### src/rtl/dmem_access_arbiter_pkg.sv
// Shared types for the data-memory access arbiter: FSM state encoding and access-type codes.
package dmem_arb_pkg;

    typedef enum logic [2:0] {
        ST_IDLE    = 3'd0,
        ST_SETUP   = 3'd1,
        ST_SAMPLE  = 3'd2,
        ST_STROBE  = 3'd3,
        ST_RELEASE = 3'd4,
        ST_ERRACK  = 3'd5
    } arb_state_t;

    localparam logic [1:0] TYPE_WORD = 2'b00;
    localparam logic [1:0] TYPE_HALF = 2'b01;
    localparam logic [1:0] TYPE_BYTE = 2'b10;
    localparam logic [1:0] TYPE_ILL  = 2'b11;

    function automatic logic is_illegal(input logic [1:0] t);
        return t == TYPE_ILL;
    endfunction

endpackage

### src/rtl/dmem_access_arbiter_if.sv
// Requester and memory-side signal bundle for dmem_access_arbiter.
// slave = arbiter view, master = requesters plus memory (the surrounding system).
interface dmem_access_arbiter_if #(parameter int AW = 32);

    logic          REQ0,   REQ1;
    logic [AW-1:0] ADDR0,  ADDR1;
    logic [31:0]   WDATA0, WDATA1;
    logic [1:0]    TYPE0,  TYPE1;
    logic          RW0,    RW1;
    logic          LOCK0,  LOCK1;
    logic          GNT0,   GNT1;
    logic          ACK0,   ACK1;
    logic          ERR0,   ERR1;
    logic [31:0]   RDATA0, RDATA1;
    logic [AW-1:0] MADD;
    logic [31:0]   MDATA;
    logic [1:0]    MTYPE;
    logic          MRW;
    logic [31:0]   MDOUT;

    modport slave (
        input  REQ0, REQ1, ADDR0, ADDR1, WDATA0, WDATA1, TYPE0, TYPE1,
               RW0, RW1, LOCK0, LOCK1, MDOUT,
        output GNT0, GNT1, ACK0, ACK1, ERR0, ERR1, RDATA0, RDATA1,
               MADD, MDATA, MTYPE, MRW
    );

    modport master (
        output REQ0, REQ1, ADDR0, ADDR1, WDATA0, WDATA1, TYPE0, TYPE1,
               RW0, RW1, LOCK0, LOCK1, MDOUT,
        input  GNT0, GNT1, ACK0, ACK1, ERR0, ERR1, RDATA0, RDATA1,
               MADD, MDATA, MTYPE, MRW
    );

endinterface

### src/rtl/dmem_access_arbiter_rr_pick.sv
// Two-way winner select: round-robin with bounded LOCK bursts.
// DMEM_ARB_FIXED_PRIO_EN: port 0 always wins; LOCK only affects port 1 and yields to any REQ0.
module dmem_rr_pick #(
    parameter int BURST_MAX = 4
) (
    input  logic clk,
    input  logic rst,
    input  logic req0,
    input  logic req1,
    input  logic ack0,
    input  logic ack1,
    input  logic lock0,
    input  logic lock1,
    input  logic take,
    output logic valid,
    output logic win
);

    localparam logic [3:0] BMAX = 4'(BURST_MAX);

    logic       prio_q, prio_d;
    logic       own_q,  own_d;
    logic       lock_q, lock_d;
    logic [3:0] cnt_q,  cnt_d;

    logic eff0, eff1, own_req, own_ack, under_max, lock_wait, win_lock;

    always_comb begin
        // A port's REQ in its own ACK cycle still belongs to the finished access.
        eff0      = req0 & ~ack0;
        eff1      = req1 & ~ack1;
        own_req   = own_q ? eff1 : eff0;
        own_ack   = own_q ? ack1 : ack0;
        under_max = cnt_q < BMAX;
`ifdef DMEM_ARB_FIXED_PRIO_EN
        lock_wait = lock_q & own_ack & under_max & ~req0;
        win       = ~eff0;
        win_lock  = win & lock1;
`else
        // Hold the bus one cycle for the lock owner so it can re-present its next request.
        lock_wait = lock_q & own_ack & under_max;
        if (lock_q && own_req && under_max) begin
            win = own_q;
        end else if (eff0 && eff1) begin
            win = prio_q;
        end else begin
            win = eff1;
        end
        win_lock  = win ? lock1 : lock0;
`endif
        valid = (eff0 | eff1) & ~lock_wait;

        prio_d = prio_q;
        own_d  = own_q;
        lock_d = lock_q;
        cnt_d  = cnt_q;
        if (take) begin
            prio_d = ~win;
            if (win_lock) begin
                lock_d = 1'b1;
                own_d  = win;
                if (lock_q && (own_q == win)) begin
                    cnt_d = under_max ? cnt_q + 4'd1 : cnt_q;
                end else begin
                    cnt_d = 4'd1;
                end
            end else begin
                lock_d = 1'b0;
                cnt_d  = 4'd0;
            end
        end
    end

    always_ff @(posedge clk) begin
        if (rst) begin
            prio_q <= 1'b0;
            own_q  <= 1'b0;
            lock_q <= 1'b0;
            cnt_q  <= 4'd0;
        end else begin
            prio_q <= prio_d;
            own_q  <= own_d;
            lock_q <= lock_d;
            cnt_q  <= cnt_d;
        end
    end

endmodule

### src/rtl/dmem_access_arbiter.sv
// Shares one asynchronous data memory between CPU (port 0) and DMA (port 1) with a glitch-free write cycle.
// Arbitration mode selected by DMEM_ARB_FIXED_PRIO_EN (see dmem_rr_pick).
//   state   | meaning
//   IDLE    | pick winner, latch request onto memory bus, pulse GNT
//   SETUP   | address/data settle; writes raise MRW
//   SAMPLE  | capture MDOUT into RDATA, pulse ACK
//   STROBE  | MRW drops, address/data held
//   RELEASE | write done, pulse ACK
//   ERRACK  | illegal type, pulse ACK+ERR, memory untouched
module dmem_access_arbiter
    import dmem_arb_pkg::*;
#(
    parameter int BURST_MAX = 4,
    parameter int AW        = 32
) (
    input  logic                 CLK,
    input  logic                 RST,
    dmem_access_arbiter_if.slave bus
);

    arb_state_t    state_q,  state_d;
    logic          port_q,   port_d;
    logic          wr_q,     wr_d;
    logic [AW-1:0] madd_q,   madd_d;
    logic [31:0]   mdata_q,  mdata_d;
    logic [1:0]    mtype_q,  mtype_d;
    logic          mrw_q,    mrw_d;
    logic          gnt0_q,   gnt0_d, gnt1_q, gnt1_d;
    logic          ack0_q,   ack0_d, ack1_q, ack1_d;
    logic          err0_q,   err0_d, err1_q, err1_d;
    logic [31:0]   rdata0_q, rdata0_d;
    logic [31:0]   rdata1_q, rdata1_d;

    logic          pick_valid, pick_win, grant_en;
    logic [AW-1:0] sel_addr;
    logic [31:0]   sel_wdata;
    logic [1:0]    sel_type;
    logic          sel_rw;

    assign grant_en = (state_q == ST_IDLE) && pick_valid;

    dmem_rr_pick #(.BURST_MAX(BURST_MAX)) u_pick (
        .clk   (CLK),
        .rst   (RST),
        .req0  (bus.REQ0),
        .req1  (bus.REQ1),
        .ack0  (ack0_q),
        .ack1  (ack1_q),
        .lock0 (bus.LOCK0),
        .lock1 (bus.LOCK1),
        .take  (grant_en),
        .valid (pick_valid),
        .win   (pick_win)
    );

    always_comb begin
        sel_addr  = pick_win ? bus.ADDR1  : bus.ADDR0;
        sel_wdata = pick_win ? bus.WDATA1 : bus.WDATA0;
        sel_type  = pick_win ? bus.TYPE1  : bus.TYPE0;
        sel_rw    = pick_win ? bus.RW1    : bus.RW0;
    end

    always_comb begin
        state_d  = state_q;
        port_d   = port_q;
        wr_d     = wr_q;
        madd_d   = madd_q;
        mdata_d  = mdata_q;
        mtype_d  = mtype_q;
        mrw_d    = mrw_q;
        gnt0_d   = 1'b0;
        gnt1_d   = 1'b0;
        ack0_d   = 1'b0;
        ack1_d   = 1'b0;
        err0_d   = 1'b0;
        err1_d   = 1'b0;
        rdata0_d = rdata0_q;
        rdata1_d = rdata1_q;

        case (state_q)
            ST_IDLE: begin
                mrw_d = 1'b0;
                if (grant_en) begin
                    port_d = pick_win;
                    gnt0_d = ~pick_win;
                    gnt1_d = pick_win;
                    if (is_illegal(sel_type)) begin
                        state_d = ST_ERRACK;
                    end else begin
                        madd_d  = sel_addr;
                        mdata_d = sel_wdata;
                        mtype_d = sel_type;
                        wr_d    = sel_rw;
                        state_d = ST_SETUP;
                    end
                end
            end
            ST_SETUP: begin
                if (wr_q) begin
                    mrw_d   = 1'b1;
                    state_d = ST_STROBE;
                end else begin
                    state_d = ST_SAMPLE;
                end
            end
            ST_SAMPLE: begin
                if (port_q) begin
                    rdata1_d = bus.MDOUT;
                    ack1_d   = 1'b1;
                end else begin
                    rdata0_d = bus.MDOUT;
                    ack0_d   = 1'b1;
                end
                state_d = ST_IDLE;
            end
            ST_STROBE: begin
                // Address and data stay put; only the strobe moves on this edge.
                mrw_d   = 1'b0;
                state_d = ST_RELEASE;
            end
            ST_RELEASE: begin
                ack0_d  = ~port_q;
                ack1_d  = port_q;
                state_d = ST_IDLE;
            end
            ST_ERRACK: begin
                ack0_d  = ~port_q;
                ack1_d  = port_q;
                err0_d  = ~port_q;
                err1_d  = port_q;
                state_d = ST_IDLE;
            end
            default: begin
                mrw_d   = 1'b0;
                state_d = ST_IDLE;
            end
        endcase
    end

    always_ff @(posedge CLK) begin
        if (RST) begin
            state_q  <= ST_IDLE;
            port_q   <= 1'b0;
            wr_q     <= 1'b0;
            madd_q   <= '0;
            mdata_q  <= '0;
            mtype_q  <= TYPE_WORD;
            mrw_q    <= 1'b0;
            gnt0_q   <= 1'b0;
            gnt1_q   <= 1'b0;
            ack0_q   <= 1'b0;
            ack1_q   <= 1'b0;
            err0_q   <= 1'b0;
            err1_q   <= 1'b0;
            rdata0_q <= '0;
            rdata1_q <= '0;
        end else begin
            state_q  <= state_d;
            port_q   <= port_d;
            wr_q     <= wr_d;
            madd_q   <= madd_d;
            mdata_q  <= mdata_d;
            mtype_q  <= mtype_d;
            mrw_q    <= mrw_d;
            gnt0_q   <= gnt0_d;
            gnt1_q   <= gnt1_d;
            ack0_q   <= ack0_d;
            ack1_q   <= ack1_d;
            err0_q   <= err0_d;
            err1_q   <= err1_d;
            rdata0_q <= rdata0_d;
            rdata1_q <= rdata1_d;
        end
    end

    assign bus.GNT0   = gnt0_q;
    assign bus.GNT1   = gnt1_q;
    assign bus.ACK0   = ack0_q;
    assign bus.ACK1   = ack1_q;
    assign bus.ERR0   = err0_q;
    assign bus.ERR1   = err1_q;
    assign bus.RDATA0 = rdata0_q;
    assign bus.RDATA1 = rdata1_q;
    assign bus.MADD   = madd_q;
    assign bus.MDATA  = mdata_q;
    assign bus.MTYPE  = mtype_q;
    assign bus.MRW    = mrw_q;

endmodule

### src/flat_wrapper.sv
// flat-port wrapper written by rule: the top's interface ports become plain ports
module dmem_access_arbiter_flat import dmem_arb_pkg::*;
#(
    parameter int BURST_MAX = 4,
    parameter int AW        = 32
)
  (CLK, RST, bus_REQ0, bus_REQ1, bus_ADDR0, bus_ADDR1, bus_WDATA0, bus_WDATA1, bus_TYPE0, bus_TYPE1, bus_RW0, bus_RW1, bus_LOCK0, bus_LOCK1, bus_MDOUT, bus_GNT0, bus_GNT1, bus_ACK0, bus_ACK1, bus_ERR0, bus_ERR1, bus_RDATA0, bus_RDATA1, bus_MADD, bus_MDATA, bus_MTYPE, bus_MRW);
  dmem_access_arbiter_if #(.AW(AW)) bus_i ();
  input  logic CLK;
  input  logic RST;
  input wire logic [$bits(bus_i.REQ0)-1:0] bus_REQ0;
  input wire logic [$bits(bus_i.REQ1)-1:0] bus_REQ1;
  input wire logic [$bits(bus_i.ADDR0)-1:0] bus_ADDR0;
  input wire logic [$bits(bus_i.ADDR1)-1:0] bus_ADDR1;
  input wire logic [$bits(bus_i.WDATA0)-1:0] bus_WDATA0;
  input wire logic [$bits(bus_i.WDATA1)-1:0] bus_WDATA1;
  input wire logic [$bits(bus_i.TYPE0)-1:0] bus_TYPE0;
  input wire logic [$bits(bus_i.TYPE1)-1:0] bus_TYPE1;
  input wire logic [$bits(bus_i.RW0)-1:0] bus_RW0;
  input wire logic [$bits(bus_i.RW1)-1:0] bus_RW1;
  input wire logic [$bits(bus_i.LOCK0)-1:0] bus_LOCK0;
  input wire logic [$bits(bus_i.LOCK1)-1:0] bus_LOCK1;
  input wire logic [$bits(bus_i.MDOUT)-1:0] bus_MDOUT;
  output wire logic [$bits(bus_i.GNT0)-1:0] bus_GNT0;
  output wire logic [$bits(bus_i.GNT1)-1:0] bus_GNT1;
  output wire logic [$bits(bus_i.ACK0)-1:0] bus_ACK0;
  output wire logic [$bits(bus_i.ACK1)-1:0] bus_ACK1;
  output wire logic [$bits(bus_i.ERR0)-1:0] bus_ERR0;
  output wire logic [$bits(bus_i.ERR1)-1:0] bus_ERR1;
  output wire logic [$bits(bus_i.RDATA0)-1:0] bus_RDATA0;
  output wire logic [$bits(bus_i.RDATA1)-1:0] bus_RDATA1;
  output wire logic [$bits(bus_i.MADD)-1:0] bus_MADD;
  output wire logic [$bits(bus_i.MDATA)-1:0] bus_MDATA;
  output wire logic [$bits(bus_i.MTYPE)-1:0] bus_MTYPE;
  output wire logic [$bits(bus_i.MRW)-1:0] bus_MRW;
  assign bus_i.REQ0 = bus_REQ0;
  assign bus_i.REQ1 = bus_REQ1;
  assign bus_i.ADDR0 = bus_ADDR0;
  assign bus_i.ADDR1 = bus_ADDR1;
  assign bus_i.WDATA0 = bus_WDATA0;
  assign bus_i.WDATA1 = bus_WDATA1;
  assign bus_i.TYPE0 = bus_TYPE0;
  assign bus_i.TYPE1 = bus_TYPE1;
  assign bus_i.RW0 = bus_RW0;
  assign bus_i.RW1 = bus_RW1;
  assign bus_i.LOCK0 = bus_LOCK0;
  assign bus_i.LOCK1 = bus_LOCK1;
  assign bus_i.MDOUT = bus_MDOUT;
  assign bus_GNT0 = bus_i.GNT0;
  assign bus_GNT1 = bus_i.GNT1;
  assign bus_ACK0 = bus_i.ACK0;
  assign bus_ACK1 = bus_i.ACK1;
  assign bus_ERR0 = bus_i.ERR0;
  assign bus_ERR1 = bus_i.ERR1;
  assign bus_RDATA0 = bus_i.RDATA0;
  assign bus_RDATA1 = bus_i.RDATA1;
  assign bus_MADD = bus_i.MADD;
  assign bus_MDATA = bus_i.MDATA;
  assign bus_MTYPE = bus_i.MTYPE;
  assign bus_MRW = bus_i.MRW;
  dmem_access_arbiter #(.BURST_MAX(BURST_MAX), .AW(AW)) u_core (.CLK(CLK), .RST(RST), .bus(bus_i));
endmodule
### config.mk
export PLATFORM = sky130hd
export DESIGN_NAME = dmem_access_arbiter_flat
export DESIGN_NICKNAME = d
export VERILOG_FILES = /design/src/rtl/dmem_access_arbiter_pkg.sv /design/src/rtl/dmem_access_arbiter_if.sv /design/src/rtl/dmem_access_arbiter_rr_pick.sv /design/src/rtl/dmem_access_arbiter.sv /design/src/flat_wrapper.sv
export SDC_FILE = /design/constraint.sdc
export NUM_CORES = 1
export LEC_CHECK = 0
export BUFFER_PORTS_ARGS = -buffer_cell sky130_fd_sc_hd__buf_2
export CAP_MARGIN = 30
export CELL_PAD_IN_SITES_DETAIL_PLACEMENT = 0
export CELL_PAD_IN_SITES_GLOBAL_PLACEMENT = 2
export CORE_AREA = 2 2 180 182
export CTS_CLUSTER_SIZE = 28
export DETAILED_ROUTE_END_ITERATION = 16
export DIE_AREA = 0 0 182 184
export GPL_TIMING_DRIVEN = 0
export PLACE_DENSITY = 0.76
export SYNTH_ARGS = -nofsm -noshare
export SYNTH_HDL_FRONTEND = slang
export SYNTH_SLANG_ARGS = --single-unit
### constraint.sdc
create_clock -name CLK -period 2.5 [get_ports CLK]
set_clock_uncertainty 0.05 [all_clocks]
set_input_delay 0.25 -clock CLK [delete_from_list [all_inputs] [get_ports CLK]]
set_output_delay 0.25 -clock CLK [all_outputs]
set_load 0.03 [all_outputs]
After elaboration in Yosys (flattened, before gate mapping)
Cells that the tools add are included.

Latch bits: 0. RAM bits: 0. Output and inout bits: 137. Memories kept: 0. Bits in registers: 149. ROM bits: 0. Bits of input ports: 172.

Multiply operators: 0. Bitwise operators: 16. Reductions and logical operators: 17. Shift-type cells: 0. Div/mod/pow operators: 0. Order comparisons: 1. $add $sub $neg: 1. Muxes and demuxes: 23. Equality and inequality tests: 10.

Operators by type and width (number): $mux 32 (2); $mux 4 (3); $reduce_and 2->1 (6); $mux 1 (11); $not 1->1 (10); $pmux 3 s3 (1); $eq 3x2->1 const B (2); $eq 3x3->1 const B (2); $mux 3 (2); $pmux 1 s2 (3); $reduce_or 3->1 (2); $and 1x1->1 (5); $logic_and 1x1->1 (5); $add 4x1->4 const B (1); $lt 4x3->1 const B (1); $ne 2x1->1 const B (2); $reduce_or 2->1 (2); $eq 3x1->1 const B (1); $logic_not 3->1 (1); $ne 3x3->1 const B (1); $reduce_and 3->1 (1); $eq 2x2->1 const B (1); $mux 2 (1); $eq 1x1->1 (1); $or 1x1->1 (1).

Longest topological paths before layout
Gate-level depths: netlist of the first run.

Depth in word-level cells: 11. Gate-level depth with buffers: 9. Depth with buffers taken out: 5.

Hierarchy
From an unflattened synthesis of the first run, not the netlist that was laid out.

Cell total of the unflattened synthesis: 698. Area total of the unflattened synthesis: 6352.3 µm².

Modules (own cells, without submodules): dmem_access_arbiter (area an instance 5844.4 µm², cells an instance 639, instances 1, sequential area each 2842.7 µm²); dmem_rr_pick (area an instance 508.0 µm², cells an instance 59, instances 1, sequential area each 140.1 µm²).

Least setup slack after synthesis of the first run
No wires, ideal clock.

Path kind: register to register. Start: reg u_core.u_pick.cnt_q[2]. End: reg u_core.madd_q[10], in the netlist u_core.bus.MADD[10]. Required time: 2329 ps. Period minus slack after synthesis: 2349 ps. Buffers on the path: 4. Stages on the path, launching flop included: 10. Slack: 151 ps. Data arrival time: 2178 ps. Path through: dfxtp_1 > or3b_1 > clkbuf_1 > a211oi_2 > nor2_1 > or3_1 > clkbuf_1 > buf_6 > buf_4 > mux2i_1.

Cells in the longest elaborated chain, start to end: 7. Elaborated cells between the ends (all ways): 12.

Ends and longest elaborated chain: from (decl) (line dmem_access_arbiter_rr_pick.sv:24) `logic [3:0] cnt_q, cnt_d;`; from (signal assigned) (line dmem_access_arbiter_rr_pick.sv:84) `cnt_q <= cnt_d;`; $lt 4x3->1 * (line dmem_access_arbiter_rr_pick.sv:34) `under_max = cnt_q < BMAX;`; $logic_and 1x1->1 (line dmem_access_arbiter_rr_pick.sv:42) `if (lock_q && own_req && under_max) begin`; $mux 1 (line dmem_access_arbiter_rr_pick.sv:42); $mux 2 (line dmem_access_arbiter.sv:59) `sel_type = pick_win ? bus.TYPE1 : bus.TYPE0;`; $eq 2x2->1 (line dmem_access_arbiter_pkg.sv:19) `return t == TYPE_ILL;`; $not 1->1 (no line); $reduce_and 3->1 (no line); to (signal assigned) (line dmem_access_arbiter.sv:161) `madd_q <= madd_d;`; to (decl) (line dmem_access_arbiter.sv:24) `logic [AW-1:0] madd_q, madd_d;`.

Mark *: on every way between the ends. The rest lies on a longest branch, timed or not. A chain may end at the register's enable or synchronous reset.

Worst setup path after layout of the first run
Start: reg u_core.u_pick.cnt_q[2]. End: reg u_core.mdata_q[5], in the netlist u_core.bus.MDATA[5].

Cells in the longest elaborated chain, start to end: 7. Elaborated cells between the ends (all ways): 12.

Ends and longest elaborated chain: $lt 4x3->1 * (line dmem_access_arbiter_rr_pick.sv:34); $logic_and 1x1->1 (line dmem_access_arbiter_rr_pick.sv:42); $mux 1 (line dmem_access_arbiter_rr_pick.sv:42); $mux 2 (line dmem_access_arbiter.sv:59); $eq 2x2->1 (line dmem_access_arbiter_pkg.sv:19); $not 1->1 (no line); $reduce_and 3->1 (no line); to (signal assigned) (line dmem_access_arbiter.sv:162) `mdata_q <= mdata_d;`; to (decl) (line dmem_access_arbiter.sv:25) `logic [31:0] mdata_q, mdata_d;`.

Marks and branches as above.

==> reports/metrics.csv, run 1 <==
stage,metric,value,unit
timing,fin crit period,2.37,ns
logic_synthesis,Synth Flop Type,dfxtp_1,
global_routing,first-pass GRT wire length,42.3,mm
critical_path,CP top delay family,simple AND/OR/NAND/NOR gates,
timing,fmax,423,MHz
global_routing,grt ovf,0,
critical_path,CP max stage cell,or3b_4,
logic_synthesis,Syn Nets,1093,
finish,fin nets,1420,
timing,Pins Over Slew Limit,0,
critical_path,worst path bufs/invs,3,
finish,area delta synth->final,38.6,%
timing,Final Hold Viols,0,
critical_path,CP arrival,2.67,ns
detailed_routing,initial DRC count,445,
timing,RSZ-0062 raised after global routing,false,
detailed_routing,routed len/inst,16.9,um
timing,actual slew at the worst max-slew pin,0.675,ns
placed_design,global placement routability congestion,0.820,
finish,proportion of layout cells with a drive suffix above 1,29.2,%
logic_synthesis,Yosys reg bits,149,
finish,Finished Cell Area,9940,um^2
finish,FF/Latch Area,2990,um^2
critical_path,critical path cell sequence,or3b_4 -> a211o_1 -> a21oi_1 -> or3_1 -> clkbuf_1 -> buf_6 -> buf_6 -> mux2i_1,
critical_path,Critical Path RT,2.81,ns
logic_synthesis,post-synth top area share,41.6,%
floorplan,initial core utilization,22.8,%
power,worst vdd ir,452,uV
critical_path,Setup crit start kind,register,
placed_design,"Cell Area, Placed",9210,um^2
logic_synthesis,cells after synthesis,920,
detailed_routing,DRC viols,0,
critical_path,CP Max Fanout,10,
floorplan,core area,31400,um^2
power,PD cells,735,nW/um^2
detailed_routing,wl on met1,13.0,mm
detailed_routing,Met3 Routed Length,1.21,mm
critical_path,Critical Path End Type,register,
floorplan,I/O Pins,309,
timing,setup TNS,0,ns
detailed_routing,number of detailed-route iterations in the first pass,5,
clock_tree,CTS tree,done,
detailed_routing,vias per std cell,4.51,
global_routing,vias in the first global route,7395,
logic_synthesis,Yosys warning count,0,
floorplan,Die Span Y,184,um
critical_path,"reg-to-reg slack, setup",0.13,ns
clock_tree,CTS HTree Levels,4,
global_routing,initial antenna violation count,7,
placed_design,hpwl dp,21.9,mm
logic_synthesis,Post-synth EDFFs,0,
finish,Fill cells,3467,
critical_path,CP most frequent cell,buf_6,
logic_synthesis,Commonest cells post-synth,"nand2_1 (205), dfxtp_1 (149), nand2b_1 (133)",
floorplan,die width,182,um
clock_tree,Max clock buf depth,2,
clock_tree,clock-pin transition on the worst setup and hold timing paths,0.07,ns
detailed_routing,Top Layer Used,met5,
power,Leak,4.42,nW
global_routing,largest net degree at the start of global routing,20,
critical_path,crit-path max cell delay,0.45,ns
detailed_routing,WL met2,13.5,mm
logic_synthesis,Yosys top cell by area,dfxtp_1,
logic_synthesis,"Async S/R FF share, synth",0,%
placed_design,port bufs,307,
timing,fin crit share,94.6,%
clock_tree,clock root cell,clkbuf_16,
floorplan,Site Rows,65,
clock_tree,clock latency on the worst-skew pair,0.42,ns
clock_tree,CTS Buf Count,17,
floorplan,Total Die Area,33500,um^2
clock_tree,clock sinks,149,
detailed_routing,final wirelength,28.2,mm
finish,Multi-input gate area,3840,um^2
logic_synthesis,Avg Synthesized Cell Area,7.80,um^2
global_routing,gr usage total,16.4,%
critical_path,critical path class,reg2reg,
logic_synthesis,main area contributors after synthesis,"dfxtp_1 (42%), nand2b_1 (12%), nand2_1 (11%), mux2i_1 (9.2%), o22ai_1 (5.8%)",
logic_synthesis,post-synthesis instance area,7170,um^2
detailed_routing,DRT antenna net count,0,
logic_synthesis,Synth cell types,37,
logic_synthesis,"Seq/Total Area, Yosys",41.6,%
logic_synthesis,top-count cell post-synth,nand2_1,
hold_path,Worst Hold Class,in2reg,
detailed_routing,routed vias,7515,
outcome,status,completed,
timing,Final setup viols,0,
timing,max_slew headroom,55.0,%
run,MaxCap Viol Count,0,
## what timing repair did
action | in CTS | in global routing
endpoints found under the setup margin | 77 | 65
endpoints found under the hold margin | 3 | 0
gates resized for setup | 12 | 15
setup buffers | 3 | 1
pin swaps | 1 | 1
hold buffers | 2 | 0
## through the flow
| stage | util, % | hold WS [ns] | power, mW | worst slack (ns) | instances |
|---|---|---|---|---|---|
| floorplan | - | 0.336 | 3.97 | 0.151 | 920 |
| global placement | 29.3 | 0.389 | 4.62 | -0.839 | 1629 |
| detailed placement | 29.3 | 0.394 | 4.62 | -0.756 | 1629 |
| CTS | 31.5 | 0.000450 | 7.39 | 0.0409 | 1662 |
| global route | 31.7 | 0.00998 | 7.66 | 0.00275 | 1666 |
| finish | 31.7 | 0.0239 | 7.30 | 0.134 | 1668 |
## registers in the layout, indices dropped and copies added, names as in the netlist, 2 cells and up
| signal | count |
|---|---|
| u_core.bus.MADD | 32 |
| u_core.bus.MDATA | 32 |
| u_core.bus.MTYPE | 2 |
| u_core.bus.RDATA0 | 32 |
| u_core.bus.RDATA1 | 32 |
| u_core.state_q | 3 |
| u_core.u_pick.cnt_q | 4 |
## area by class of cell
cell class / count / share of cell area, %
antenna: 6 / 0.151
tap: 402 / 5.06
multi-input combinational: 681 / 38.7
clock inverter: 10 / 1.45
clock buffer: 22 / 4.77
timing repair buffer: 313 / 16.0
sequential: 149 / 30.0
buffer: 80 / 3.73
inverter: 5 / 0.189
## worst reg2reg max path, stage by stage, from the launching register on
cell and delay (ns):
dfxtp_2 0.36, or3b_4 0.45, a211o_1 0.36, a21oi_1 0.20, or3_1 0.13, clkbuf_1 0.12
buf_6 0.20, buf_6 0.20, mux2i_1 0.21
## path summary, 6_finish.rpt
| kind | startpoint | to | cells after the start |
|---|---|---|---|
| setup / recovery | u_core.u_pick.cnt_q[2] | u_core.bus.MDATA[5] | 8 |
| setup reg to reg | u_core.u_pick.cnt_q[2] | u_core.bus.MDATA[5] | 8 |
| hold / removal | bus_MDOUT[6] | u_core.bus.RDATA1[6] | 3 |
| hold reg to reg | u_core.bus.RDATA0[27] | u_core.bus.RDATA0[27] | 2 |
## per-layer routing
layer	global-route usage [%]	up-vias
met2	26.9	172
met4	5.84	2
li1	-	3788
met5	0	-
met3	3.51	25
met1	21.3	3528
## power by group
part / total (mW) / switching (mW) / internal (mW)
sequential: 2.69 / 0.113 / 2.57
clock: 2.71 / 1.05 / 1.66
combinational: 1.91 / 1.22 / 0.684
total: 7.30 / 2.39 / 4.92
## logic make-up after synthesis
group | count (synthesis) | share of synthesized area (%)
flops | 149 | 41.6
buf+inv | 90 | 5.32
mux | 66 | 9.21
compound gates | 231 | 18.2
fa+ha+maj | 1 | 0.174
simple gates | 383 | 25.5
## layout by cell type (no fill, tap or decap), types with 5 or more instances in the layout
| cell | synthesis | layout |
|---|---|---|
| a21oi_1 | 71 | 71 |
| buf_2 | 2 | 309 |
| buf_6 | 5 | 6 |
| clkbuf_1 | 73 | 64 |
| clkbuf_16 | 0 | 17 |
| dfxtp_1 | 149 | 146 |
| diode_2 | 0 | 6 |
| inv_1 | 5 | 5 |
| mux2i_1 | 66 | 66 |
| nand2_1 | 205 | 205 |
| nand2b_1 | 133 | 133 |
| nand3_1 | 7 | 7 |
| nor2_1 | 19 | 19 |
| nor3_1 | 7 | 6 |
| o21ai_0 | 73 | 73 |
| o22ai_1 | 67 | 66 |
Note: power is estimated with default switching activity, not from simulation.
==> run 2: changes to the inputs <==
--- a/config.mk
+++ b/config.mk
@@ -5,16 +5,18 @@
 export SDC_FILE = /design/constraint.sdc
 export NUM_CORES = 1
 export LEC_CHECK = 0
+export ABC_AREA = 1
 export BUFFER_PORTS_ARGS = -buffer_cell sky130_fd_sc_hd__buf_2
 export CAP_MARGIN = 30
 export CELL_PAD_IN_SITES_DETAIL_PLACEMENT = 0
 export CELL_PAD_IN_SITES_GLOBAL_PLACEMENT = 2
-export CORE_AREA = 2 2 180 182
+export CORE_AREA = 2 2 177 179
 export CTS_CLUSTER_SIZE = 28
 export DETAILED_ROUTE_END_ITERATION = 16
-export DIE_AREA = 0 0 182 184
+export DIE_AREA = 0 0 179 181
 export GPL_TIMING_DRIVEN = 0
 export PLACE_DENSITY = 0.76
 export SYNTH_ARGS = -nofsm -noshare
 export SYNTH_HDL_FRONTEND = slang
 export SYNTH_SLANG_ARGS = --single-unit
+export TNS_END_PERCENT = 10
==> run 2 against run 1 <==
  * Global-route usage fell by 0.86 points
  * Synthesized cell count decreased by 0.98%
  * Hold slack worse by 0.0029 ns
  * Flip-flop and latch count unchanged
  * Utilization decreased by 2.1 points
  * Power grew 32%
  * Area after synthesis fell by 12%
  * Largest power group is now combinational cells
==> reports/metrics.csv, run 2 <==
stage,metric,value,unit,change
timing,actual slew at the worst max-slew pin,0.743,ns,was 0.675 ns
timing,setup TNS,0,ns,unchanged
timing,worst setup slack after layout,0.307,ns,was 0.134 ns
global_routing,grt ovf,0,,unchanged
timing,fmax,456,MHz,was 423 MHz
timing,Final setup viols,0,,unchanged
clock_tree,CTS Buf Count,17,,unchanged
logic_synthesis,"Async S/R FF share, synth",0,%,unchanged
timing,fin crit period,2.19,ns,was 2.37 ns
critical_path,critical path class,reg2reg,,unchanged
finish,fin nets,1414,,was 1420
logic_synthesis,Yosys warning count,0,,unchanged
floorplan,core area,30300,um^2,was 31400 um^2
finish,area delta synth->final,41.5,%,was 38.6%
critical_path,CP max stage cell,nor2_1,,was or3b_4
logic_synthesis,main area contributors after synthesis,"dfxtp_1 (47%), nand2_1 (17%), nor2_1 (9.2%), nand3_1 (5.7%), o21ai_0 (5.5%)",,"was dfxtp_1 (42%), nand2b_1 (12%), nand2_1 (11%), mux2i_1 (9.2%), o22ai_1 (5.8%)"
floorplan,Site Rows,64,,was 65
placed_design,port bufs,307,,unchanged
finish,Final Non-Filler Cells,1650,,was 1668
power,worst vdd ir,479,uV,was 452 uV
global_routing,initial antenna violation count,2,,was 7
floorplan,I/O Pins,309,,unchanged
floorplan,die width,179,um,was 182 um
power,PD cells,1080,nW/um^2,was 735 nW/um^2
logic_synthesis,Commonest cells post-synth,"nand2_1 (280), nor2_1 (155), dfxtp_1 (149)",,"was nand2_1 (205), dfxtp_1 (149), nand2b_1 (133)"
critical_path,CP endpoint,u_core.bus.MADD[27],,was u_core.bus.MDATA[5]
global_routing,largest net degree at the start of global routing,17,,was 20
clock_tree,CTS tree,done,,unchanged
clock_tree,Max clock buf depth,2,,unchanged
placed_design,global placement routability congestion,0.766,,was 0.820
finish,"commonest non-fill, non-tap cells in the layout","buf_2 (331), nand2_1 (280), nor2_1 (155)",,"was buf_2 (309), nand2_1 (205), dfxtp_1 (146)"
timing,Final Hold Viols,0,,unchanged
detailed_routing,DRC viols,0,,unchanged
critical_path,Critical Path End Type,register,,unchanged
finish,Fill cells,3403,,was 3467
outcome,status,completed,,unchanged
placed_design,hpwl dp,19.9,mm,was 21.9 mm
clock_tree,clock sinks,149,,unchanged
detailed_routing,number of detailed-route iterations in the first pass,4,,was 5
power,Clk network pwr share,25.7,%,was 37.1%
detailed_routing,routed len/inst,15.7,um,was 16.9 um
global_routing,gr usage total,15.6,%,was 16.4%
critical_path,CP Max Fanout,10,,unchanged
logic_synthesis,Syn Nets,1084,,was 1093
critical_path,Worst R2R Start,u_core.bus.ACK1,,was u_core.u_pick.cnt_q[2]
logic_synthesis,top-count cell post-synth,nand2_1,,unchanged
detailed_routing,final wirelength,25.9,mm,was 28.2 mm
power,internal power,5.43,mW,was 4.92 mW
power,logic gate share of total power,41.4,%,was 26.1%
finish,"leading cell type in the layout, fill and taps excluded",buf_2,,unchanged
critical_path,crit path from,u_core.bus.ACK1,,was u_core.u_pick.cnt_q[2]
detailed_routing,routed vias,6929,,was 7515
placed_design,"Cell Area, Placed",8360,um^2,was 9210 um^2
critical_path,CP arrival,2.50,ns,was 2.67 ns
hold_path,Worst Hold Class,in2reg,,unchanged
power,P_sw,4.21,mW,was 2.39 mW
detailed_routing,initial DRC count,237,,was 445
logic_synthesis,Avg Synthesized Cell Area,6.95,um^2,was 7.80 um^2
finish,Final Util,29.5,%,was 31.7%
critical_path,path depth of the worst reg2reg path,9,,was 8
floorplan,initial core utilization,20.9,%,was 22.8%
logic_synthesis,Synth cell types,25,,was 37
finish,# diodes,0,,was 6
critical_path,Critical Path RT,2.80,ns,was 2.81 ns
power,net switching fraction of the power,43.7,%,was 32.7%
placed_design,Cells after DPL,1614,,was 1629
global_routing,first-pass GRT wire length,38.7,mm,was 42.3 mm
critical_path,crit-path max cell delay,0.39,ns,was 0.45 ns
clock_tree,clock latency on the worst-skew pair,0.42,ns,about the same
placed_design,Place WS,0.206,ns,was -0.756 ns
finish,Finished Cell Area,8960,um^2,was 9940 um^2
logic_synthesis,Post-synth EDFFs,0,,unchanged
critical_path,critical path cell sequence,nor2_1 -> nand2_4 -> inv_1 -> buf_2 -> buf_2 -> nand2_1 -> nand2_1 -> nand3_1 -> a21oi_1,,was or3b_4 -> a211o_1 -> a21oi_1 -> or3_1 -> clkbuf_1 -> buf_6 -> buf_6 -> mux2i_1
critical_path,FF-to-FF End,u_core.bus.MADD[27],,was u_core.bus.MDATA[5]
logic_synthesis,cells after synthesis,911,,was 920
logic_synthesis,Synth Flop Type,dfxtp_1,,unchanged
run,MaxCap Viol Count,0,,unchanged
timing,RSZ-0062 raised after global routing,false,,unchanged
clock_tree,CTS HTree Levels,4,,unchanged
logic_synthesis,Yosys reg bits,149,,unchanged
logic_synthesis,Yosys top cell by area,dfxtp_1,,unchanged
clock_tree,clock-pin transition on the worst setup and hold timing paths,0.07,ns,about the same
floorplan,Die Span Y,181,um,was 184 um
critical_path,"reg-to-reg slack, setup",0.31,ns,was 0.13 ns
power,Sequential Power Share,32.9,%,was 36.8%
power,Leak,4.61,nW,was 4.42 nW
clock_tree,clock root cell,clkbuf_16,,unchanged
logic_synthesis,"Seq/Total Area, Yosys",47.1,%,was 41.6%
global_routing,vias in the first global route,6844,,was 7395
finish,proportion of layout cells with a drive suffix above 1,31.9,%,was 29.2%
finish,FF/Latch Area,2980,um^2,was 2990 um^2
floorplan,Total Die Area,32400,um^2,was 33500 um^2
detailed_routing,vias per std cell,4.20,,was 4.51
logic_synthesis,post-synthesis instance area,6330,um^2,was 7170 um^2
critical_path,Setup crit start kind,register,,unchanged
timing,Pins Over Slew Limit,0,,unchanged
detailed_routing,DRT antenna net count,0,,unchanged
logic_synthesis,post-synth top area share,47.1,%,was 41.6%
finish,Multi-input gate area,2940,um^2,was 3840 um^2
timing,max_slew headroom,50.5,%,was 55.0%
timing,fin crit share,87.7,%,was 94.6%
[run 2: changes by cell type after synthesis, sizes merged, moves of 4 or more]
cell / previous run / this run
nor2: 19 / 157
nand2b: 133 / 0
nand2: 205 / 293
o22ai: 67 / 0
mux2i: 66 / 0
nand3: 7 / 73
clkbuf: 73 / 31
buf: 12 / 32
inv: 5 / 25
a211oi: 5 / 0
nor3: 7 / 2
a31oi: 4 / 0
[run 2: worst min path at each step]
stage | from | to | depth (start not counted)
2_1_floorplan | bus_MDOUT[0] | u_core.bus.RDATA0[0] | 2
3_3_place_gp | u_core.bus.MTYPE[0] | u_core.bus.MTYPE[0] | 2
3_5_place_dp | u_core.bus.MTYPE[0] | u_core.bus.MTYPE[0] | 2
4_1_cts | bus_MDOUT[18] | u_core.bus.RDATA1[18] | 3
5_1_grt | bus_MDOUT[14] | u_core.bus.RDATA0[14] | 3
6_report | bus_MDOUT[14] | u_core.bus.RDATA0[14] | 3
[run 2: power groups by stage]
stage | Sequential (mW) | Clock [mW] | Combinational [mW]
3_5_place_dp | 3.22 | 0 | 4.06
6_report | 3.17 | 2.47 | 3.99
3_3_place_gp | 3.20 | 0 | 4.07
5_1_grt | 3.23 | 2.67 | 4.41
2_1_floorplan | 4.06 | 0 | 1.85
4_1_cts | 3.17 | 2.59 | 4.07
[run 2: routing by layer]
metal  global-route usage, %  up-vias  routed length [um]
li1                        -     3563                   -
met4                    3.35        4                 197
met2                    26.8      271               12000
met1                    18.0     3077               11000
met5                       0        -                  30
met3                    6.29       14                2720
[run 2: critical path: cells and delay by family (launching register included)]
kind | cells | cell delay, ns
DFF | 1 | 0.35
AOI/OAI and AO/OA | 1 | 0.14
buffers and inverters | 3 | 0.71
and+or+nand+nor | 5 | 0.88
[run 2: layout make-up]
type	count	share of cell area (%)
sequential	149	33.3
buffer	63	3.56
timing repair buffer	311	17.6
clock buffer	19	4.94
multi-input combinational	674	32.8
inverter	25	1.05
tap	396	5.53
clock inverter	13	1.27
[run 2: timing repair]
item                                   4_1_cts  5_1_grt
endpoints found under the hold margin        5        0
setup buffers                                0        0
hold buffers                                 4        0
gates resized for setup                      0        0
[run 2: logic make-up after synthesis]
logic type                 count (synthesis)  share of synthesized area [%]
AOI/OAI and AO/OA                        145                           12.2
buffers and inverters                     88                           6.52
adders and majority gates                  1                          0.198
and+or+nand+nor                          527                           33.8
DFF                                      149                           47.1
xor gates and xnor gates                   1                          0.138
[run 2: stage by stage]
step	total power, mW	hold WS, ns
floorplan	5.91	0.335
global placement	7.27	0.390
detailed placement	7.27	0.391
CTS	9.84	0.000689
global route	10.3	0.00919
finish	9.64	0.0210
